==> src/rtl/pipe_reg_chain.sv <==
// rtl/pipe_reg_chain.sv - valid/ready register chain with bubble collapse, flush and occupancy count
module pipe_reg_chain #(
   parameter int               WIDTH     = 32,
   parameter int               DEPTH     = 3,
   parameter logic [WIDTH-1:0] RESET_VAL = '0
) (
   input  logic                         clk,
   input  logic                         rst_ni,
   input  logic                         flush_i,
   input  logic                         in_valid_i,
   output logic                         in_ready_o,
   input  logic [WIDTH-1:0]             in_data_i,
   output logic                         out_valid_o,
   input  logic                         out_ready_i,
   output logic [WIDTH-1:0]             out_data_o,
   output logic [$clog2(DEPTH+1)-1:0]   count_o
);

   localparam int CW = $clog2(DEPTH + 1);

   generate
      if (DEPTH < 1) begin : g_depth_check
         $error("pipe_reg_chain: DEPTH must be >= 1");
      end
   endgenerate

   logic [DEPTH-1:0] v_q;
   logic [DEPTH-1:0] v_d;
   logic [WIDTH-1:0] d_q   [DEPTH];
   logic [WIDTH-1:0] d_d   [DEPTH];
   logic [WIDTH-1:0] src_d [DEPTH];
   logic [DEPTH:0]   rdy;
   logic [DEPTH-1:0] src_v;
   logic [CW-1:0]    cnt;

   // rdy[k]: stage k can take an item this cycle, looking through every stage that will drain
   always_comb begin
      logic r;
      r          = out_ready_i;
      rdy        = '0;
      rdy[DEPTH] = out_ready_i;
      for (int k = DEPTH - 1; k >= 0; k--) begin
         r      = !v_q[k] || r;
         rdy[k] = r;
      end
   end

   assign src_v = DEPTH'({v_q, in_valid_i});

   always_comb begin
      src_d[0] = in_data_i;
      for (int k = 1; k < DEPTH; k++) begin
         src_d[k] = d_q[k-1];
      end
   end

   always_comb begin
      logic ld;
      logic lv;
      v_d = v_q;
      for (int k = 0; k < DEPTH; k++) begin
         d_d[k] = d_q[k];
      end
      for (int k = 0; k < DEPTH; k++) begin
         ld = !flush_i && src_v[k] && rdy[k];
         lv = !flush_i && v_q[k] && rdy[k+1];
         if (flush_i) begin
            v_d[k] = 1'b0;
         end else if (ld) begin
            v_d[k] = 1'b1;
         end else if (lv) begin
            v_d[k] = 1'b0;
         end
         if (ld) begin
            d_d[k] = src_d[k];
         end
      end
   end

   always_ff @(posedge clk or negedge rst_ni) begin
      if (!rst_ni) begin
         v_q <= '0;
         for (int k = 0; k < DEPTH; k++) begin
            d_q[k] <= RESET_VAL;
         end
      end else begin
         v_q <= v_d;
         for (int k = 0; k < DEPTH; k++) begin
            d_q[k] <= d_d[k];
         end
      end
   end

   always_comb begin
      cnt = '0;
      for (int k = 0; k < DEPTH; k++) begin
         cnt = cnt + CW'(v_q[k]);
      end
   end

   assign in_ready_o  = rdy[0] && !flush_i;
   assign out_valid_o = v_q[DEPTH-1] && !flush_i;
   assign out_data_o  = d_q[DEPTH-1];
   assign count_o     = cnt;

endmodule

==> config.mk <==
export PLATFORM = sky130hd
export DESIGN_NAME = pipe_reg_chain
export DESIGN_NICKNAME = d
export VERILOG_FILES = /design/src/rtl/pipe_reg_chain.sv
export SDC_FILE = /design/constraint.sdc
export NUM_CORES = 1
export LEC_CHECK = 0
export CAP_MARGIN = 15
export CORE_MARGIN = 3
export CORE_UTILIZATION = 49
export CTS_BUF_LIST = sky130_fd_sc_hd__clkbuf_2
export CTS_CLUSTER_DIAMETER = 100
export DETAILED_ROUTE_END_ITERATION = 10
export HOLD_SLACK_MARGIN = 0.06
export PLACE_DENSITY = 0.78
export SYNTH_ARGS = -nofsm -noshare
export SYNTH_HDL_FRONTEND = slang
export SYNTH_SLANG_ARGS = --single-unit
==> constraint.sdc <==
create_clock -name clk -period 1.7 [get_ports clk]
set_clock_uncertainty 0.2 [all_clocks]
set_input_delay 0.17 -clock clk [delete_from_list [all_inputs] [get_ports clk]]
set_output_delay 0.17 -clock clk [all_outputs]
set_load 0.05 [all_outputs]
==> results of run 1 <==
==> worst max-delay path by stage <==
stage                           start             end  slack, ps  depth (start not counted)
final                          v_q[2]      count_o[0]       -470                          3
after global placement    out_ready_i  out_data_o[19]       -370                          5
after global routing           v_q[1]      count_o[0]       -570                          3
after detailed placement  out_ready_i  out_data_o[27]       -420                          5
after CTS                      v_q[2]      count_o[0]       -500                          3
after floorplan                v_q[2]  out_data_o[10]        -70                          5
==> placed cells by master, fill, tap and decap left out <==
| master | instances |
|---|---|
| clkbuf_2 | 9 |
| clkbuf_16 | 1 |
| nand4b_1 | 1 |
| inv_1 | 2 |
| dlygate4sd3_1 | 36 |
| or3b_4 | 1 |
| bufinv_16 | 2 |
| nor2b_4 | 3 |
| mux2_2 | 33 |
| dfrtp_1 | 99 |
| a211o_4 | 1 |
| a21oi_1 | 2 |
| clkinvlp_4 | 2 |
| buf_12 | 10 |
| buf_6 | 7 |
| buf_16 | 6 |
| clkdlybuf4s50_1 | 35 |
| fa_2 | 1 |
| clkinv_2 | 1 |
| mux2_4 | 63 |
| buf_8 | 1 |
| buf_4 | 43 |
| nand3b_1 | 1 |
| nor2_1 | 3 |
==> repair_timing <==
| action | 4_1_cts | 5_1_grt |
|---|---|---|
| endpoints found under the setup margin | 83 | 100 |
| hold endpoints to repair | 133 | 0 |
| pin swaps | 4 | 2 |
| resized for setup | 28 | 33 |
| buffers inserted | 6 | 8 |
| hold buffers | 36 | 0 |
| cloned | 9 | 1 |
==> routing by layer <==
layer  vias to the layer above  GRT usage  wire length (um)
met3                        12     0.0459               337
met1                      1172      0.235              3910
met5                         -          0                 0
met2                        56      0.291              4200
met4                         0     0.0479               114
li1                       1058          -                 -
==> per-stage QoR <==
| step | TNS, ps | hold WS [ps] | util |
|---|---|---|---|
| CTS | -18040 | 196 | 0.702 |
| global route | -36730 | 192 | 0.719 |
| global placement | -27510 | 66.9 | 0.593 |
| finish | -31110 | 239 | 0.719 |
| detailed placement | -31000 | 70.2 | 0.593 |
| floorplan | -2140 | -326 | - |
==> power by group <==
part           leakage, nW  switching (W)  total, W  internal (W)
registers             1.19       0.000408   0.00341       0.00300
logic                 1.52        0.00165   0.00303       0.00138
clock network       0.0699       0.000755   0.00122      0.000466
==> area by class of cell <==
class,count,area (sq um),area share
timing repair buffer,139,1520,0.266
tap,102,128,0.0224
clock buffer,9,45.0,0.00790
clock inverter,5,80.1,0.0140
inverter,2,7.51,0.00132
sequential,99,2480,0.434
multi-input combinational,109,1450,0.254
==> cell families after synthesis <==
family,count (synthesis),share of synthesized area
DFF,99,0.601
muxes,96,0.290
buffers and inverters,44,0.0847
and+or+nand+nor,9,0.0152
AOI/OAI and AO/OA,3,0.00455
adders and majority gates,1,0.00486
==> Yosys cell counts <==
| cell type | number |
|---|---|
| nor2_1 | 3 |
| buf_4 | 32 |
| a21oi_1 | 2 |
| mux2_2 | 66 |
| dfrtp_1 | 99 |
| nand4b_1 | 1 |
| a211o_1 | 1 |
| or3b_1 | 1 |
| buf_6 | 1 |
| fa_1 | 1 |
| nor2b_1 | 2 |
| nor2b_4 | 1 |
| buf_12 | 3 |
| inv_1 | 2 |
| buf_2 | 6 |
| mux2_4 | 30 |
| nand3b_1 | 1 |
==> registers in the layout (all words and copies together) (netlist names) <==
register,count
d_q,64
out_data_o,32
v_q,3
==> worst register-to-register path, delay by kind of cell, from the launching register on <==
kind / cells / cell delay [ps]
AO/OA/AOI/OAI: 1 / 410
multiplexers: 1 / 290
AND/OR/NAND/NOR: 1 / 120
flip-flops: 1 / 450
buffers and inverters: 4 / 550
==> results.toml, run 1 <==
[floorplan]
area_enclosed_by_the_die_boundary_sq_um = 9550
std_cell_rows = 32
core_region_area_sq_um = 7930
die_width_um = 97.7
ios = 73
chipHeight_um = 97.7
initial_core_util = 0.520

[worst_setup_path]
crit_fanout = 3
path_delay_family = "adder cells"
max_stage_delay_ps = 540
setup.worst_path.start_class = "flop"
r2r.worst_path.cells = 7
timing.critical_path.slowest_stage_cell = "fa_2"
critPathRequiredTime_ps = 1330
count_of_buffering_cells_on_the_critical_path_with_inverters_included = 2
r2r-end = "d_q[33]"
rr_startpoint = "v_q[2]"
regToRegSetupSlack_ps = -410
setup.worst_path.class = "reg -> out"
arrival_ps = 1800
worst_setup_path_end_kind = "output pin"
critical_path.cell_chain = "buf_6 -> fa_2 -> buf_12"

[min_path]
hold_path.class = "in -> reg"
timing.hold.worst_path_depth = 3
worst_hold_startpoint = "flush_i"
hold_end = "v_q[0]"

[global_routing]
grt_antenna_before_repair = 0
gr-total-overflow = 0
gr-usage-all-layers = 0.177
first_pass_grt_wire_length_um = 13000
grt_start_max_net_pins = 100
grt_pass1_vias = 2462

[timing]
rsz0062_at_grt = "true"
finalHoldViolations = 0
post-route-period-util = 1.27
finalMaxSlewViolations = 0
fmaxAchievable_mhz = 462
timing_worst_slew_pin_value_ps = 510
finalSetupViolCount = 100
relSlewSlack = 0.660
final_critical_path_setup_slack_ps = -466
timing.final.crit_period_ps = 2170

[layout]
antenna_cells_inserted = 0
layoutNonFillerInstCount = 465
filler_cell_count = 515
final_cell_area_sq_um = 5700
drive_above_1_share = 0.507
nets = 398
layout-area-overhead-vs-synth_pct = 38.4

[drt]
detailedRoute.firstPassIterationCount = 4
initialDrtViolationCount = 55
remaining_drc_errors = 0
route.detailed.wl_per_inst_um = 18.4
route.vias.total = 2298
routed_wl_um = 8570
post_drt_via_cell_ratio = 4.94
drtAntennaViolNets = 0

[clock_network]
clock_sink_count = 99
cts.htree.levels = 3
clock-root-buffer = "clkbuf_2"
clock_transition_time_at_the_flip_flop_clock_pins_of_the_worst_setup_and_hold_paths_ps = 220
cts-root-to-sink-buffers = 2
worst_skew_pair.late_latency_ps = 560
cts_tree = "built"
cts-buffers-inserted = 9

[synth]
synth_seq_cells = 99
synth_largest_area_cell = "dfrtp_1"
leading_cell_types_by_total_area_after_synthesis = "dfrtp_1, mux2_2, mux2_4"
synthesized_nets = 290
yosys_warnings = 0
postSynthAreaPerCell_sq_um = 16.4
ys_types = 17
mapped_cells = 252
sequential_fraction_of_the_synthesis_area = 0.601
netlist.area_leader.share = 0.601
mappedNetlistArea_sq_um = 4120

[pwr]
ir_worst_vdd_v = 0.000727
leakagePower_nw = 2.78
post-layout-total-power_w = 0.00766
power.density_nw_per_um2 = 1340

[run_status]
run_status = "complete, but fails checks"
violated_checks = "negative setup slack"

[place]
dpl_worst_slack_ps = -418
dpl-instance-area_sq_um = 4700
dp.final_hpwl_um = 4250
finalWeightedCongestion = 0.692
place.port_buffers = 72
placed_cells_incl_taps = 394

[flow_run]
maxCapViolations = 0
Power figures use the tool's default switching activity.
==> run 2, diff against run 1 <==
--- a/config.mk
+++ b/config.mk
@@ -13,6 +13,7 @@
 export DETAILED_ROUTE_END_ITERATION = 10
 export HOLD_SLACK_MARGIN = 0.06
 export PLACE_DENSITY = 0.78
+export REMOVE_ABC_BUFFERS = 1
 export SYNTH_ARGS = -nofsm -noshare
 export SYNTH_HDL_FRONTEND = slang
 export SYNTH_SLANG_ARGS = --single-unit
==> run 2 against run 1 <==
  * The flow still finishes with violations (negative setup slack)
  * Critical path type unchanged
  * Total power down 1.3%
  * Clock-buffer cell count unchanged
  * Core utilization fell by 2.2 points
  * Highest routed layer unchanged
  * Fmax fell by 2.6%
  * Hold slack lost 58 ps
  * Via count about the same
==> results.toml, run 2 (same netlist as run 1, synthesis figures left out) <==
[place]
finalWeightedCongestion = 0.715
dp.final_hpwl_um = 4490
dpl_worst_slack_ps = -458
place.port_buffers = 72

[pwr]
pwr-share-clk = 0.165
power.density_nw_per_um2 = 1370
leakagePower_nw = 2.62
intPower_w = 0.00478
share_comb_of_total_power = 0.388
ir_worst_vdd_v = 0.00101
power.share.switching = 0.367
part_of_the_total_power_dissipated_in_sequential_elements = 0.447
net-switching-power_w = 0.00278

[timing]
finalSetupViolCount = 100
timing.final.crit_period_ps = 2220
finalMaxSlewViolations = 0
timing_worst_slew_pin_value_ps = 754
relSlewSlack = 0.496
rsz0062_at_grt = "true"
post-route-period-util = 1.31
finalHoldViolations = 0
fmaxAchievable_mhz = 450
final_critical_path_setup_slack_ps = -524

[worst_setup_path]
setup.worst_path.class = "reg -> out"
rr_startpoint = "v_q[2]"
timing.critical_path.slowest_stage_cell = "fa_1"
regToRegSetupSlack_ps = -430
critPathRequiredTime_ps = 1330
path_delay_family = "adder cells"
max_stage_delay_ps = 520
r2r.worst_path.cells = 7
setup.worst_path.start_class = "flop"
worst_setup_path_end_kind = "output pin"
r2r-end = "out_data_o[7]"
arrival_ps = 1850
critical_path.cell_chain = "buf_6 -> buf_6 -> fa_1 -> buf_12"
cp_common_cell = "buf_6"
crit_fanout = 2
count_of_buffering_cells_on_the_critical_path_with_inverters_included = 3

[layout]
regMostFlops = "d_q"
multi_input_area_sq_um = 1330
register_area_sq_um = 2480
antenna_cells_inserted = 0
final_core_utilization = 0.697
drive_above_1_share = 0.501
layout-area-overhead-vs-synth_pct = 34.1
largest_register_ffs = 64
most-common-layout-cells = "dfrtp_1, mux2_2, buf_4"
nets = 399
filler_cell_count = 552
final_common_cell = "dfrtp_1"

[clock_network]
cts_tree = "built"
cts.htree.levels = 3
worst_skew_pair.late_latency_ps = 530
clock-root-buffer = "clkbuf_2"
clock_transition_time_at_the_flip_flop_clock_pins_of_the_worst_setup_and_hold_paths_ps = 250
clock_sink_count = 99
cts-root-to-sink-buffers = 2
cts-buffers-inserted = 9

[drt]
routed_wl_um = 7940
route.vias.total = 2296
detailedRoute.firstPassIterationCount = 4
remaining_drc_errors = 0
initialDrtViolationCount = 93
post_drt_via_cell_ratio = 4.92
route.detailed.wl_per_inst_um = 17.0
drtAntennaViolNets = 0

[min_path]
hold_end = "v_q[0]"
worst_hold_startpoint = "flush_i"
timing.hold.worst_path_depth = 3
hold_path.class = "in -> reg"

[global_routing]
grt_start_max_net_pins = 52
grt_pass1_vias = 2434
grt_antenna_before_repair = 0
gr-total-overflow = 0
first_pass_grt_wire_length_um = 12600
gr-usage-all-layers = 0.170

[floorplan]
std_cell_rows = 32
initial_core_util = 0.520
chipHeight_um = 97.7
area_enclosed_by_the_die_boundary_sq_um = 9550
ios = 73
core_region_area_sq_um = 7930
die_width_um = 97.7

[flow_run]
maxCapViolations = 0

[run_status]
run_status = "complete, but fails checks"
violated_checks = "negative setup slack"
[run 2: cell count changes in the layout (fill, tap and decap cells not counted)]
cell | before | now
clkinv_2 | 1 | 0
fa_1 | 0 | 1
clkinvlp_4 | 2 | 1
a211o_1 | 0 | 1
buf_4 | 43 | 44
buf_16 | 6 | 2
mux2_4 | 63 | 34
buf_6 | 7 | 12
clkinv_1 | 0 | 1
buf_12 | 10 | 9
mux2_2 | 33 | 62
a211o_4 | 1 | 0
fa_2 | 1 | 0
inv_6 | 0 | 2
[run 2: metal layers]
metal	wire length, um	up-vias	global-route usage
met3	356	10	0.0488
met2	4040	57	0.285
met1	3440	1175	0.216
met5	0	-	0
met4	103	0	0.0458
li1	-	1054	-
[run 2: final cells by class]
class,count,share of cell area
timing repair buffer,140,0.263
sequential,99,0.448
tap,102,0.0231
clock inverter,6,0.0161
inverter,2,0.00136
clock buffer,9,0.00815
multi-input combinational,109,0.240
[run 2: worst max path at each step]
| stage | start | end | slack [ps] | depth (start not counted) |
|---|---|---|---|---|
| 2_1_floorplan | v_q[2] | out_data_o[0] | -710 | 3 |
| 3_3_place_gp | out_ready_i | out_data_o[17] | -410 | 5 |
| 3_5_place_dp | out_ready_i | out_data_o[17] | -460 | 5 |
| 4_1_cts | v_q[1] | count_o[0] | -560 | 4 |
| 5_1_grt | v_q[1] | count_o[0] | -610 | 4 |
| 6_report | v_q[1] | count_o[0] | -520 | 4 |
[run 2: power groups by stage]
stage	Sequential [W]	Combinational [W]	Clock (W)
floorplan	0.00447	0.000827	0
global placement	0.00340	0.00275	0
detailed placement	0.00341	0.00281	0
CTS	0.00337	0.00293	0.00129
global route	0.00347	0.00305	0.00138
finish	0.00338	0.00293	0.00125
[run 2: metrics by stage]
| step | TNS (ps) | instance area, sq um | total power (W) | hold slack, ps | cells |
|---|---|---|---|---|---|
| 2_1_floorplan | -44960 | 3780 | 0.00530 | -326 | 210 |
| 3_3_place_gp | -26490 | 4720 | 0.00616 | -146 | 398 |
| 3_5_place_dp | -30820 | 4720 | 0.00622 | -142 | 398 |
| 4_1_cts | -20440 | 5470 | 0.00759 | 139 | 463 |
| 5_1_grt | -34190 | 5530 | 0.00790 | 162 | 467 |
| 6_report | -31590 | 5530 | 0.00756 | 181 | 467 |
[run 2: tightest hold or removal path, cell delays in order]
cell,delay (ps)
clkdlybuf4s50_1,500
buf_4,190
a21oi_1,50
[run 2: what timing repair did]
item	CTS	global route
setup buffers	10	5
pin swaps	2	0
endpoints found under the setup margin	68	100
hold endpoints to repair	132	0
gates cloned	4	1
gates resized for setup	23	10
hold buffers	36	0
